`src/rtl/rvcam_imm_pkg.sv`:
```
// -----------------------------------------------------------------------------
// rvcam_imm_pkg
//   Shared definitions for the immediate-extraction path: the immediate format
//   encoding and the bit counts of each immediate format.
// -----------------------------------------------------------------------------
package rvcam_imm_pkg;

    localparam int IMM_TYPE_W = 3;

    typedef enum logic [IMM_TYPE_W-1:0] {
        IMM_I   = 3'd0,
        IMM_S   = 3'd1,
        IMM_B   = 3'd2,
        IMM_U   = 3'd3,
        IMM_J   = 3'd4,
        IMM_Z   = 3'd5,
        IMM_SH  = 3'd6,
        IMM_RSV = 3'd7
    } imm_type_e;

    // Significant bits of each format before extension (sign bit included).
    localparam int I_BITS    = 12;
    localparam int S_BITS    = 12;
    localparam int B_BITS    = 13;
    localparam int U_BITS    = 32;
    localparam int J_BITS    = 21;
    localparam int Z_BITS    = 5;
    localparam int SH32_BITS = 5;
    localparam int SH64_BITS = 6;

endpackage

```
`src/rtl/imm_decode_stage_imm_expand.sv`:
```
// -----------------------------------------------------------------------------
// imm_expand
//   Combinational immediate extractor. Gathers the scattered immediate bits of
//   an instruction word and extends them to XLEN.
//   Ports:
//     i_instr     [31:7]  instruction bits (opcode field not needed)
//     i_imm_type  imm_type_e immediate format
//     o_imm       [XLEN-1:0] extended immediate
//     o_illegal   reserved format requested (o_imm forced to 0)
// -----------------------------------------------------------------------------
module imm_expand
    import rvcam_imm_pkg::*;
#(
    parameter int XLEN = 32
) (
    input  logic [31:7]     i_instr,
    input  imm_type_e       i_imm_type,
    output logic [XLEN-1:0] o_imm,
    output logic            o_illegal
);

    // Each signed format is first assembled as a 32-bit signed value so that a
    // single size cast performs the sign extension for either XLEN.
    logic signed [31:0] w_i_imm;
    logic signed [31:0] w_s_imm;
    logic signed [31:0] w_b_imm;
    logic signed [31:0] w_u_imm;
    logic signed [31:0] w_j_imm;
    logic [Z_BITS-1:0]    w_z_imm;
    logic [SH64_BITS-1:0] w_sh_imm;

    assign w_i_imm = 32'(signed'(i_instr[31:20]));
    assign w_s_imm = 32'(signed'({i_instr[31:25], i_instr[11:7]}));
    assign w_b_imm = 32'(signed'({i_instr[31], i_instr[7], i_instr[30:25],
                                  i_instr[11:8], 1'b0}));
    assign w_u_imm = {i_instr[31:12], 12'b0};
    assign w_j_imm = 32'(signed'({i_instr[31], i_instr[19:12], i_instr[20],
                                  i_instr[30:21], 1'b0}));
    assign w_z_imm = i_instr[19:15];
    // Bit 25 belongs to the shift amount only on 64-bit datapaths.
    assign w_sh_imm = (XLEN == 64) ? i_instr[25:20] : {1'b0, i_instr[24:20]};

    always_comb begin
        o_imm     = '0;
        o_illegal = 1'b0;
        unique case (i_imm_type)
            IMM_I:   o_imm = XLEN'(w_i_imm);
            IMM_S:   o_imm = XLEN'(w_s_imm);
            IMM_B:   o_imm = XLEN'(w_b_imm);
            IMM_U:   o_imm = XLEN'(w_u_imm);
            IMM_J:   o_imm = XLEN'(w_j_imm);
            IMM_Z:   o_imm = XLEN'(w_z_imm);
            IMM_SH:  o_imm = XLEN'(w_sh_imm);
            default: o_illegal = 1'b1;
        endcase
    end

endmodule

```
`src/rtl/imm_decode_stage.sv`:
```
// -----------------------------------------------------------------------------
// imm_decode_stage
//   Registered immediate-extraction stage with a two-entry skid buffer.
//   The immediate is computed on the input side and stored with its illegal
//   flag and tag; the head entry is presented on out_*.
//   Ports:
//     clk, rst_n          clock, asynchronous active-low reset
//     flush               drop every buffered entry and any same-cycle input
//     in_valid/in_ready   input handshake (in_ready is registered)
//     in_instr            instruction word, bits [6:0] ignored
//     in_imm_type         immediate format (imm_type_e encoding)
//     in_tag              sideband tag, passed through unchanged
//     out_valid/out_ready output handshake for the head entry
//     out_imm             extended immediate of the head entry
//     out_illegal         head entry requested the reserved format
//     out_tag             tag of the head entry
//   All out_* payloads read 0 while the buffer is empty.
// -----------------------------------------------------------------------------
module imm_decode_stage
    import rvcam_imm_pkg::*;
#(
    parameter int XLEN  = 32,
    parameter int TAG_W = 8
) (
    input  logic                  clk,
    input  logic                  rst_n,
    input  logic                  flush,
    input  logic                  in_valid,
    output logic                  in_ready,
    input  logic [31:0]           in_instr,
    input  logic [IMM_TYPE_W-1:0] in_imm_type,
    input  logic [TAG_W-1:0]      in_tag,
    output logic                  out_valid,
    input  logic                  out_ready,
    output logic [XLEN-1:0]       out_imm,
    output logic                  out_illegal,
    output logic [TAG_W-1:0]      out_tag
);

    if (XLEN != 32 && XLEN != 64) begin : g_bad_xlen
        $error("imm_decode_stage: XLEN must be 32 or 64");
    end

    logic [XLEN-1:0]  w_in_imm;
    logic             w_in_illegal;
    logic             w_unused_opcode;

    assign w_unused_opcode = ^in_instr[6:0];

    imm_expand #(
        .XLEN (XLEN)
    ) u_imm_expand (
        .i_instr    (in_instr[31:7]),
        .i_imm_type (imm_type_e'(in_imm_type)),
        .o_imm      (w_in_imm),
        .o_illegal  (w_in_illegal)
    );

    // ---- skid buffer: slot 0 is always the head entry ----
    logic [1:0]       r_count;
    logic             r_in_ready;
    logic [XLEN-1:0]  r_imm [2];
    logic             r_ill [2];
    logic [TAG_W-1:0] r_tag [2];

    logic             w_out_valid;
    logic             w_push;
    logic             w_pop;
    logic             w_wr_idx;
    logic [1:0]       w_count_nxt;

    assign w_out_valid = (r_count != 2'd0);
    assign w_push      = in_valid && r_in_ready && !flush;
    assign w_pop       = w_out_valid && out_ready && !flush;
    // A push lands behind the surviving entries: slot 1 only when one entry
    // stays in the buffer this cycle.
    assign w_wr_idx    = (r_count == 2'd1) && !w_pop;

    always_comb begin
        w_count_nxt = r_count;
        if (flush) begin
            w_count_nxt = 2'd0;
        end else begin
            unique case ({w_push, w_pop})
                2'b10:   w_count_nxt = r_count + 2'd1;
                2'b01:   w_count_nxt = r_count - 2'd1;
                default: w_count_nxt = r_count;
            endcase
        end
    end

    always_ff @(posedge clk or negedge rst_n) begin
        if (!rst_n) begin
            r_count    <= 2'd0;
            r_in_ready <= 1'b1;
        end else begin
            r_count    <= w_count_nxt;
            r_in_ready <= (w_count_nxt != 2'd2);
        end
    end

    // Payload carries no reset; the output mask hides it while empty.
    always_ff @(posedge clk) begin
        if (w_pop) begin
            r_imm[0] <= r_imm[1];
            r_ill[0] <= r_ill[1];
            r_tag[0] <= r_tag[1];
        end
        if (w_push) begin
            if (w_wr_idx) begin
                r_imm[1] <= w_in_imm;
                r_ill[1] <= w_in_illegal;
                r_tag[1] <= in_tag;
            end else begin
                r_imm[0] <= w_in_imm;
                r_ill[0] <= w_in_illegal;
                r_tag[0] <= in_tag;
            end
        end
    end

    assign in_ready    = r_in_ready;
    assign out_valid   = w_out_valid;
    assign out_imm     = w_out_valid ? r_imm[0] : '0;
    assign out_illegal = w_out_valid ? r_ill[0] : 1'b0;
    assign out_tag     = w_out_valid ? r_tag[0] : '0;

endmodule

```
`config.mk`:
```
export PLATFORM = sky130hd
export DESIGN_NAME = imm_decode_stage
export DESIGN_NICKNAME = d
export VERILOG_FILES = /design/src/rtl/rvcam_imm_pkg.sv /design/src/rtl/imm_decode_stage_imm_expand.sv /design/src/rtl/imm_decode_stage.sv
export SDC_FILE = /design/constraint.sdc
export NUM_CORES = 1
export LEC_CHECK = 0
export ABC_AREA = 1
export CELL_PAD_IN_SITES_DETAIL_PLACEMENT = 1
export CELL_PAD_IN_SITES_GLOBAL_PLACEMENT = 2
export CORE_ASPECT_RATIO = 1.4
export CORE_MARGIN = 4
export CORE_UTILIZATION = 29
export DETAILED_ROUTE_END_ITERATION = 8
export PLACE_DENSITY_LB_ADDON = 0.1
export SYNTH_ARGS = -nofsm -noshare
export SYNTH_HDL_FRONTEND = slang
export SYNTH_SLANG_ARGS = --single-unit
```
`constraint.sdc`:
```
create_clock -name clk -period 8.6 [get_ports clk]
set_input_delay 1.72 -clock clk [delete_from_list [all_inputs] [get_ports clk]]
set_output_delay 1.72 -clock clk [all_outputs]
set_load 0.1 [all_outputs]
```
# After elaboration in Yosys (flattened, before gate mapping)
# Memory sizes are Yosys's and may differ from the RTL's.
# Cells that the tools add are included.
dict set report word_totals {
  ff_bits 3
  mem_bits_rw 82
  in_bits 48
  out_inout_bits 43
  n_memories 3
}
dict set report op_classes {
  addsub 2
  eq_ne 10
  muxes 27
  bitwise_logic 3
  n_reduce_logical 13
}
# memory words word_bits rd rd_ports_with_merged_regs wr line
set memory_table {}
lappend memory_table {r_imm 2 32 2 0 1 imm_decode_stage.sv:62} ;# logic [XLEN-1:0] r_imm [2];
lappend memory_table {r_tag 2 8 2 0 1 imm_decode_stage.sv:64} ;# logic [TAG_W-1:0] r_tag [2];
lappend memory_table {r_ill 2 1 2 0 1 imm_decode_stage.sv:63} ;# logic r_ill [2];
# operator n
set ops {}
lappend ops {{one-hot mux 32 bit (7 select lines)} 1}
lappend ops {{2-to-1 mux 32 bit} 3}
lappend ops {{OR reduction 32 bit} 1}
lappend ops {{2-to-1 mux 8 bit} 3}
lappend ops {{2-to-1 mux 1 bit} 18}
lappend ops {{equality test 3 bit (second input constant)} 3}
lappend ops {{OR reduction 8 bit} 1}
lappend ops {{OR reduction 7 bit} 1}
lappend ops {{equality test 3 x 2 -> 1 bit (second input constant)} 2}
lappend ops {{logical AND 1 bit} 5}
lappend ops {{equality test 2 x 1 -> 1 bit (second input constant)} 2}
lappend ops {{one-hot mux 2 bit (2 select lines)} 1}
lappend ops {{equality test 3 x 1 -> 1 bit (second input constant)} 1}
lappend ops {{zero test 3 bit} 1}
lappend ops {{OR 1 bit} 3}
lappend ops {{adder 2 x 1 -> 2 bit (second input constant)} 1}
lappend ops {{equality test 2 bit (second input constant)} 1}
lappend ops {{zero test 1 bit} 2}
lappend ops {{2-to-1 mux 2 bit} 1}
lappend ops {{!= test 2 bit (second input constant)} 1}
lappend ops {{nonzero test 2 bit} 1}
lappend ops {{subtractor 2 x 1 -> 2 bit (second input constant)} 1}
lappend ops {{OR reduction 1 bit} 1}

# Depth between registers and ports, before layout
# Gate-level depths: netlist (run 1).
dict set report logic_depth {
  word_depth 10
  depth_mapped 12
}

# Hierarchy
# From an unflattened synthesis (run 1), not the netlist that was laid out.
dict set report unflattened {
  hier_cells 438
  area_unflattened_um2 4385.5
}
# mod instances cells_each area_per_inst_um2 seq_area_each_um2
set by_module_without_submodules {}
lappend by_module_without_submodules {imm_decode_stage 1 338 3937.5 2538.7}
lappend by_module_without_submodules {imm_expand 1 100 447.9 0.0}

# Least setup slack after synthesis (run 1)
# No wires, ideal clock.
dict set report synth_path {
  path_type {input-to-reg}
  startpoint {input flush}
  endpoint {memory r_ill[1], enable pin}
  setup_time_ps 439
  arrival_ps 3684
  slack_ps 4477
  stages 3
  path_buffers 0
  path_cell_list {inv_2 > nand3_1 > nor2_1}
}
dict set report synth_between {
  elab_chain_cells 9
}
# element line
set synth_rtl {}
lappend synth_rtl {{start: declaration} imm_decode_stage.sv:27} ;# input logic flush,
lappend synth_rtl {{zero test 1 bit (*)} {imm_decode_stage.sv:73, imm_decode_stage.sv:74}}
lappend synth_rtl {{logical AND 1 bit} imm_decode_stage.sv:74} ;# assign w_pop = w_out_valid && out_ready && !flush;
lappend synth_rtl {{zero test 1 bit} imm_decode_stage.sv:77} ;# assign w_wr_idx = (r_count == 2'd1) && !w_pop;
lappend synth_rtl {{logical AND 1 bit} imm_decode_stage.sv:77}
lappend synth_rtl {{2-to-1 mux 1 bit} imm_decode_stage.sv:110} ;# if (w_wr_idx) begin
lappend synth_rtl {{2-to-1 mux 1 bit} imm_decode_stage.sv:109} ;# if (w_push) begin
lappend synth_rtl {{2-to-1 mux 1 bit (on tied branches)} {imm_decode_stage.sv:116, imm_decode_stage.sv:112}}
lappend synth_rtl {{OR 1 bit (no line) / OR reduction 1 bit (equally long branches)} --}
lappend synth_rtl {{2-to-1 mux 1 bit (no line)} --}
lappend synth_rtl {{end: declaration} imm_decode_stage.sv:63}
# Every way passes the cells marked *; elsewhere a longest branch is shown, timed or not.

# Worst setup path in the final report (run 1)
dict set report layout_path {
  startpoint {register r_count[0]}
  endpoint {output out_imm[3]}
}
dict set report layout_between {
  elab_chain_cells 2
}
# element line
set layout_rtl {}
lappend layout_rtl {{start: declaration} imm_decode_stage.sv:60} ;# logic [1:0] r_count;
lappend layout_rtl {{start signal: assignment} imm_decode_stage.sv:97} ;# r_count <= w_count_nxt;
lappend layout_rtl {{nonzero test 2 bit} imm_decode_stage.sv:72} ;# assign w_out_valid = (r_count != 2'd0);
lappend layout_rtl {{2-to-1 mux 32 bit} imm_decode_stage.sv:124} ;# assign out_imm = w_out_valid ? r_imm[0] : '0;
lappend layout_rtl {{end: declaration} imm_decode_stage.sv:35} ;# output logic [XLEN-1:0] out_imm,
# Every way passes these cells.

==> key figures, run 1 <==
Placed design
  – DP Area: 0.00510 mm^2
  – Post-detail-place hpwl: 7.01 mm
  – Post-place setup slack: 4110 ps
  – GP Congestion: 0.784
  – Number of port buffers: 83

Clock tree
  – CTS tree: done
  – Clock Tree Root: clkbuf_16
  – Worst skew pair latency: 340 ps
  – Post-CTS sizing: 0
  – Postcts setup bufs: 0
  – # clock sinks: 85
  – Worst-path clk slew: 60 ps
  – CTS buffer count: 9
  – CTS Hold Bufs: 0
  – Largest buffer count on any clock path: 2
  – H-tree levels: 3

STA
  – Fin. Hold Viols: 0
  – RSZ-0062 raised after global routing: no
  – Setup TNS: 0 ps
  – Pins Over Slew Limit: 0
  – Relative slew margins: 0.271
  – Final period utilization: 0.522
  – Minimum clock period: 4490 ps
  – Final worst slack: 4110 ps
  – Setup violators final: 0
  – Clock skew: 9.52 ps
  – Slew @ Worst Pin: 1090 ps
  – Max Clk Rate: 223 MHz

Cells and area
  – Final Instance Area: 0.00544 mm^2
  – Diode count: 0
  – Nets: 570
  – Most common cell after layout, fill and taps aside: nand2_1
  – Synthesis-to-finish area growth: 29.5%
  – Util after Layout: 0.387
  – Commonest cells after routing, fill and taps aside: 155 x nand2_1, 83 x clkdlybuf4s50_1, 82 x edfxtp_1
  – Share of cells above drive strength 1: 0.0766
  – Layout fillers: 1,636

Synthesis
  – Yosys top cell area share: 0.587
  – Synth warn: 0
  – Largest area contributor in the netlist: edfxtp_1
  – Syn nets: 497
  – Synthesized area per cell: 9.43 um^2
  – Mapped Area: 0.00420 mm^2
  – #FFs+latches synth: 85
  – Top post-synthesis cells by area: edfxtp_1 59%, nand2_1 14%, inv_1 5.1%
  – Sequential element share of the synthesized area: 0.605
  – Synth unique cells: 31
  – Syn Inst Count: 445

Flow run
  – Max cap viols: 0

Global routing
  – First-pass GRT wire length: 17.1 mm
  – Grt total ovfl: 0
  – Largest net degree at the start of global routing: 50
  – Total GRT Usage: 0.137
  – Initial antenna violation count: 0
  – Vias in the first global route: 3,294

Detailed routing
  – Vias per inst: 4.41
  – WL/cell: 14.9 um
  – Total wire length: 10.5 mm
  – DRC: 0
  – Initial DRC count: 80
  – Post-route ant nets: 0
  – Total number of vias: 3,115
  – Initial DRT Pass Iterations: 4

Worst setup path
  – CP cell instances: inv_1 -> ha_2 -> nor2_1 -> clkdlybuf4s50_1
  – CP startpoint kind: flip-flop
  – CP delay by family, top: buffers and inverters
  – R2R setup slack: 5300 ps
  – Crit path arrival time: 2770 ps
  – Crit Path Category: reg2out
  – Data required time of the worst path: 6880 ps
  – Worst Path Max Fanout: 42
  – Crit-path slowest cell: clkdlybuf4s50_1
  – Buf/Inv on CP: 2
  – CP max stage delay: 1010 ps
  – Critical Path End Type: output port

Die
  – Die X-Extent: 110 um
  – Die Y: 150 um
  – Top Ports: 91
  – Row count: 51
  – Core area: 0.0140 mm^2
  – Die area: 0.0165 mm^2
  – Starting density of the core: 0.299

Power
  – Clock network power share: 0.368
  – Logic gate share of total power: 0.230
  – Sw frac: 0.313
  – Net Sw Power: 0.378 mW
  – Lkg Pwr: 2.32 nW
  – P_int: 0.830 mW
  – Pwr dens: 222 mW/mm^2
  – Max VDD drop: 0.0846 mV
  – Part of the power in registers: 0.401

Outcome
  – Outcome: complete, no violations

Min path
  – Tightest Hold Check Type: reg2reg
sequential cells by signal (all words and copies together) (netlist names):
signal / cells
r_imm: 64
in_ready: 1
r_tag: 16
r_ill: 2
r_count: 2
cells in the mapped netlist:
library cell / count
a21boi_0: 1
a21oi_1: 11
a21oi_2: 1
buf_2: 4
buf_4: 4
buf_6: 9
buf_8: 1
clkbuf_1: 4
clkinv_2: 1
dfrtp_1: 2
dfstp_2: 1
edfxtp_1: 82
ha_1: 4
inv_1: 57
inv_2: 5
inv_4: 1
nand2_1: 156
nand2_2: 4
nand2_4: 3
nand2_8: 1
nand3_1: 21
nand3_2: 1
nand3_4: 1
nand4_1: 5
nor2_1: 48
nor2_2: 1
nor2_4: 2
nor3_1: 1
o211ai_1: 2
o21ai_0: 9
o21ai_1: 2
power groups by stage:
stage / Clock, mW / Sequential (mW) / Combinational [mW]
finish: 0.445 / 0.485 / 0.278
global route: 0.473 / 0.487 / 0.299
CTS: 0.459 / 0.485 / 0.284
detailed placement: 0 / 0.494 / 0.283
global placement: 0 / 0.493 / 0.281
floorplan: 0 / 0.496 / 0.206
worst paths after layout:
kind	start	endpoint	cells past startpoint
min in group asynchronous	rst_n	r_count[1]$_DFF_PN0_	1
min reg2reg	r_imm[1][30]$_DFFE_PP_	r_imm[0][30]$_DFFE_PP_	2
max in group asynchronous	rst_n	in_ready$_DFF_PN1_	1
max	r_count[0]$_DFF_PN0_	out_imm[3]	4
max reg2reg	r_count[0]$_DFF_PN0_	r_imm[0][31]$_DFFE_PP_	7
min	r_imm[1][30]$_DFFE_PP_	r_imm[0][30]$_DFFE_PP_	2
worst min-delay path: stages (launching register included):
cell and delay, ps:
edfxtp_1 320, nand2_1 50, nand2_1 50
layer usage:
| layer | global-route usage | up-vias | part of all wire | routed length, um |
|---|---|---|---|---|
| li1 | - | 1552 | - | - |
| met5 | 0 | - | 0 | 0 |
| met2 | 0.232 | 73 | 0.50 | 5260 |
| met3 | 0.0240 | 8 | 0.048 | 509 |
| met1 | 0.172 | 1482 | 0.44 | 4600 |
| met4 | 0.0561 | 0 | 0.015 | 155 |
stage by stage:
step | power [mW] | hold slack (ps) | std cells
global route | 1.26 | 546 | 707
finish | 1.21 | 519 | 707
CTS | 1.23 | 524 | 707
floorplan | 0.702 | 494 | 445
global placement | 0.774 | 503 | 692
detailed placement | 0.777 | 509 | 692
cells by family after synthesis:
kind of cell / share of synthesized area
flip-flops: 0.605
buffers and inverters: 0.101
adder cells (fa/ha/maj): 0.0119
AND/OR/NAND/NOR: 0.248
AO/OA/AOI/OAI: 0.0337
final cells by class:
class | instances | area (um^2) | area share
clock buffers | 9 | 225 | 0.0414
clock inverters | 6 | 111 | 0.0205
inverters | 64 | 244 | 0.0449
multi-input cells | 274 | 1250 | 0.229
flip-flops and latches | 85 | 2540 | 0.467
well taps | 185 | 231 | 0.0426
repair buffers | 84 | 838 | 0.154
(Power assumes the default switching activity.)
==> run 2, diff against run 1 <==
--- a/config.mk
+++ b/config.mk
@@ -10,7 +10,7 @@
 export CELL_PAD_IN_SITES_GLOBAL_PLACEMENT = 2
 export CORE_ASPECT_RATIO = 1.4
 export CORE_MARGIN = 4
-export CORE_UTILIZATION = 29
+export CORE_UTILIZATION = 28
 export DETAILED_ROUTE_END_ITERATION = 8
 export PLACE_DENSITY_LB_ADDON = 0.1
 export SYNTH_ARGS = -nofsm -noshare
==> constraint.sdc (replaced) <==
create_clock -name clk -period 4.1 [get_ports clk]
set_input_delay 0.82 -clock clk [delete_from_list [all_inputs] [get_ports clk]]
set_output_delay 0.82 -clock clk [all_outputs]
set_load 0.1 [all_outputs]
==> run 2 against run 1 <==
Wire length is 0.59% lower. Power is 110% higher. Die area is 3.3% higher. Largest cell class unchanged.
==> key figures, run 2 (synthesis gave the netlist of run 1 again) <==
Power
  – Max VDD drop: 0.181 mV
  – Pwr dens: 467 mW/mm^2
  – Lkg Pwr: 2.40 nW
  – Design Power: 2.52 mW

STA
  – Final period utilization: 0.818
  – Fin. Hold Viols: 0
  – Setup TNS: 0 ps
  – RSZ-0062 raised after global routing: no
  – Minimum clock period: 3350 ps
  – Max Clk Rate: 298 MHz
  – Pins Over Slew Limit: 0
  – Clock skew: 5.41 ps
  – Setup violators final: 0
  – Relative slew margins: 0.352
  – Slew @ Worst Pin: 969 ps

Global routing
  – Largest net degree at the start of global routing: 42
  – Met1 Use GR: 0.154
  – Met3 Usage GRT: 0.0245
  – Grt total ovfl: 0
  – Initial antenna violation count: 0
  – GR Layer Usage met2: 0.222
  – Gr busiest metal: met2
  – Total GRT Usage: 0.126
  – Vias in the first global route: 3,340
  – First-pass GRT wire length: 17.1 mm

Detailed routing
  – Total number of vias: 3,151
  – Initial DRT Pass Iterations: 4
  – Total wire length: 10.5 mm
  – Vias per inst: 4.39
  – Post-route ant nets: 0
  – DRC: 0
  – WL/cell: 14.6 um
  – Initial DRC count: 71

Die
  – Die X-Extent: 111 um
  – Die area: 0.0170 mm^2
  – Core area: 0.0146 mm^2
  – Die Y: 153 um
  – Top Ports: 91
  – Starting density of the core: 0.288
  – Row count: 52

Clock tree
  – Largest buffer count on any clock path: 2
  – Worst skew pair latency: 330 ps
  – CTS tree: done
  – CTS Hold Bufs: 0
  – Postcts setup bufs: 0
  – Post-CTS sizing: 0
  – Worst-path clk slew: 60 ps
  – Clock Tree Root: clkbuf_16
  – # clock sinks: 85
  – CTS buffer count: 9
  – H-tree levels: 3

Cells and area
  – Most common cell after layout, fill and taps aside: nand2_1
  – Biggest regs: r_imm: 64 flops, r_tag: 16 flops
  – Synthesis-to-finish area growth: 28.6%
  – Most flop-heavy register: r_imm
  – Diode count: 0
  – Commonest cells after routing, fill and taps aside: 155 x nand2_1, 82 x edfxtp_1, 57 x inv_1
  – Share of cells above drive strength 1: 0.148
  – Nets: 575
  – Number of flip-flops in the largest register: 64
  – Util after Layout: 0.370

Min path
  – Hold Path Stages: 2
  – Tightest Hold Check Type: reg2reg

Worst setup path
  – CP startpoint kind: flip-flop
  – R2R cell count: 10
  – Worst Path Max Fanout: 29
  – Data required time of the worst path: 3280 ps
  – Critical Path End Type: output port
  – Crit Path Category: reg2out
  – Crit path arrival time: 2530 ps

Flow run
  – Max cap viols: 0

Placed design
  – Post-detail-place hpwl: 7.43 mm
  – Number of port buffers: 83
  – GP Congestion: 0.744

Outcome
  – Outcome: complete, no violations
[run 2: cell types whose count changed in the layout (fill, tap and decap cells not counted), sizes merged]
cell and change:
clkinvlp +1, buf +38, inv -1, clkinv +1
clkdlybuf4s50 -33
[run 2: routing by layer]
| layer | wire (um) | part of all wire | up-vias |
|---|---|---|---|
| met1 | 4620 | 0.44 | 1511 |
| met2 | 5310 | 0.51 | 63 |
| li1 | - | - | 1569 |
| met3 | 406 | 0.039 | 8 |
| met4 | 116 | 0.011 | 0 |
| met5 | 0 | 0 | - |
[run 2: final timing paths]
check	to	startpoint	slack, ps
max	out_tag[4]	r_count[0]$_DFF_PN0_	750
min	r_imm[0][19]$_DFFE_PP_	r_imm[1][19]$_DFFE_PP_	520
max reg2reg	r_imm[0][28]$_DFFE_PP_	r_count[0]$_DFF_PN0_	1590
min reg2reg	r_imm[0][19]$_DFFE_PP_	r_imm[1][19]$_DFFE_PP_	520
max in group asynchronous	in_ready$_DFF_PN1_	rst_n	3200
min in group asynchronous	r_count[0]$_DFF_PN0_	rst_n	670
[run 2: layout make-up]
cell class / count / area [um^2]
repair buffers: 89 / 793
multi-input cells: 274 / 1250
fillers: 1693 / 9180
flip-flops and latches: 85 / 2540
clock buffers: 9 / 225
well taps: 189 / 236
inverters: 64 / 244
clock inverters: 7 / 114
[run 2: stage by stage]
stage / instance area [um^2] / setup WS, ps / std cells / hold slack, ps
floorplan: 4200 / 811 / 445 / 494
global placement: 5060 / 1050 / 701 / 503
detailed placement: 5060 / 1030 / 701 / 510
CTS: 5400 / 660 / 717 / 527
global route: 5400 / 578 / 717 / 550
finish: 5400 / 746 / 717 / 518
[run 2: where the power goes]
part / total [mW] / leakage, nW / switching (mW) / internal [mW]
clock: 0.924 / 0.161 / 0.332 / 0.592
sequential: 1.02 / 0.798 / 0.00972 / 1.01
combinational: 0.580 / 1.44 / 0.444 / 0.136
[run 2: critical path, cell delays in order (launching register included)]
cell             delay [ps]
dfrtp_1                 400
inv_1                    60
ha_2                    390
nor2_1                  190
clkdlybuf4s50_1        1150
==> run 3, diff against run 2 <==
==> constraint.sdc (replaced) <==
create_clock -name clk -period 3 [get_ports clk]
set_input_delay 0.6 -clock clk [delete_from_list [all_inputs] [get_ports clk]]
set_output_delay 0.6 -clock clk [all_outputs]
set_load 0.1 [all_outputs]
==> run 3 against run 2 <==
Sequential share of layout area shrank 0.27 points. Wire length grew 0.31%. First-iteration DRC count grew 4.2%. Power grew 38%. Critical endpoint is now out_imm[31]. Highest routed layer unchanged.
==> key figures, run 3 (synthesis gave the netlist of run 1 again) <==
Detailed routing
  – Routed wl met3: 467 um
  – Post-route ant nets: 0
  – Vias per inst: 4.36
  – WL/cell: 14.6 um
  – Total number of vias: 3,121
  – Initial DRC count: 74
  – Total wire length: 10.5 mm
  – Initial DRT Pass Iterations: 4
  – Top layer in use: met4
  – Met2 Wirelength: 5.49 mm
  – DRC: 0
  – Routed met1 length: 4.45 mm

Cells and area
  – Util after Layout: 0.373
  – Share of cells above drive strength 1: 0.169
  – Nets: 575
  – Layout fillers: 1,703
  – Diode count: 0
  – Most flop-heavy register: r_imm
  – Most common cell after layout, fill and taps aside: nand2_1
  – Number of flip-flops in the largest register: 64
  – Biggest regs: r_imm: 64 flops, r_tag: 16 flops
  – Synthesis-to-finish area growth: 29.3%
  – Commonest cells after routing, fill and taps aside: 155 x nand2_1, 82 x edfxtp_1, 57 x inv_1

Global routing
  – Vias in the first global route: 3,221
  – Initial antenna violation count: 0
  – First-pass GRT wire length: 17.1 mm
  – Grt total ovfl: 0
  – Largest net degree at the start of global routing: 42
  – Total GRT Usage: 0.127

Clock tree
  – CTS tree: done
  – Worst-path clk slew: 60 ps
  – Worst skew pair latency: 330 ps
  – Clock Tree Root: clkbuf_16
  – H-tree levels: 3
  – Largest buffer count on any clock path: 2
  – CTS Hold Bufs: 0
  – # clock sinks: 85
  – Postcts setup bufs: 0
  – Post-CTS sizing: 0
  – CTS buffer count: 9

Worst setup path
  – Crit Path Category: reg2out
  – CP max stage delay: 400 ps
  – CP startpoint kind: flip-flop
  – CP cell instances: inv_1 -> ha_2 -> buf_12 -> nor2_1 -> buf_4
  – Critical Path End Type: output port
  – Crit path arrival time: 1810 ps
  – CP delay by family, top: buffers and inverters
  – Crit-path slowest cell: dfrtp_1
  – Worst Path Max Fanout: 29
  – Buf/Inv on CP: 3
  – Critical R2R Launch: r_count[0]$_DFF_PN0_
  – CP startpoint: r_count[0]$_DFF_PN0_
  – Data required time of the worst path: 2400 ps

STA
  – Final period utilization: 0.805
  – Minimum clock period: 2410 ps
  – Slew @ Worst Pin: 480 ps
  – Relative slew margins: 0.680
  – Fin. Hold Viols: 0
  – Setup violators final: 0
  – Clock skew: 6.92 ps
  – Max Clk Rate: 414 MHz
  – RSZ-0062 raised after global routing: no
  – Pins Over Slew Limit: 0
  – WHS: 441 ps
  – Setup TNS: 0 ps

Die
  – Core area: 0.0146 mm^2
  – Top Ports: 91
  – Row count: 52
  – Die X-Extent: 111 um
  – Die area: 0.0170 mm^2
  – Starting density of the core: 0.288
  – Die Y: 153 um

Min path
  – Tightest Hold Check Type: in2async

Power
  – Lkg Pwr: 2.44 nW
  – Design Power: 3.49 mW
  – Pwr dens: 643 mW/mm^2
  – Max VDD drop: 0.285 mV

Flow run
  – Max cap viols: 0

Outcome
  – Outcome: complete, no violations

Placed design
  – Number of port buffers: 83
  – GP Congestion: 0.762
  – Post-detail-place hpwl: 7.33 mm
-- run 3: final timing paths --
kind	end	slack, ps	cells past startpoint
hold / removal	r_count[1]$_DFF_PN0_	440	1
max in group asynchronous	in_ready$_DFF_PN1_	2340	1
hold reg to reg	r_imm[0][27]$_DFFE_PP_	520	2
setup / recovery	out_imm[31]	590	5
setup reg to reg	r_imm[0][5]$_DFFE_PP_	930	8
min in group clk	r_imm[0][27]$_DFFE_PP_	520	2
-- run 3: where the power goes --
group / total (mW) / switching, mW / internal, mW
Sequential: 1.39 / 0.0142 / 1.37
Combinational: 0.802 / 0.608 / 0.194
Clock: 1.30 / 0.478 / 0.821
-- run 3: area by class of cell --
type                            instances  area [um^2]  share of cell area
Sequential cell                        85         2540               0.468
Timing Repair Buffer                   89          818               0.151
Clock inverter                          6          120              0.0221
Multi-Input combinational cell        274         1250               0.230
Tap cell                              189          236              0.0436
Clock buffer                            9          225              0.0415
Inverter                               64          244              0.0449
-- run 3: worst register-to-register path, cell delays in order (launching register included) --
cell	delay, ps
dfrtp_1	410
inv_1	70
ha_2	400
inv_4	60
nand3_4	110
nand2_2	90
nand2_4	160
nand2_2	220
buf_12	260
-- run 3: routing by layer --
metal | vias to the layer above | track usage
li1 | 1563 | -
met1 | 1488 | 0.150
met2 | 65 | 0.230
met3 | 5 | 0.0297
met4 | 0 | 0.0365
met5 | - | 0
-- run 3: through the flow --
| stage | instance area [um^2] | worst slack (ps) | cells |
|---|---|---|---|
| after global routing | 5430 | 457 | 716 |
| after detailed placement | 5080 | 412 | 701 |
| after global placement | 5080 | 432 | 701 |
| after floorplan | 4200 | 173 | 445 |
| final | 5430 | 586 | 716 |
| after CTS | 5430 | 499 | 716 |
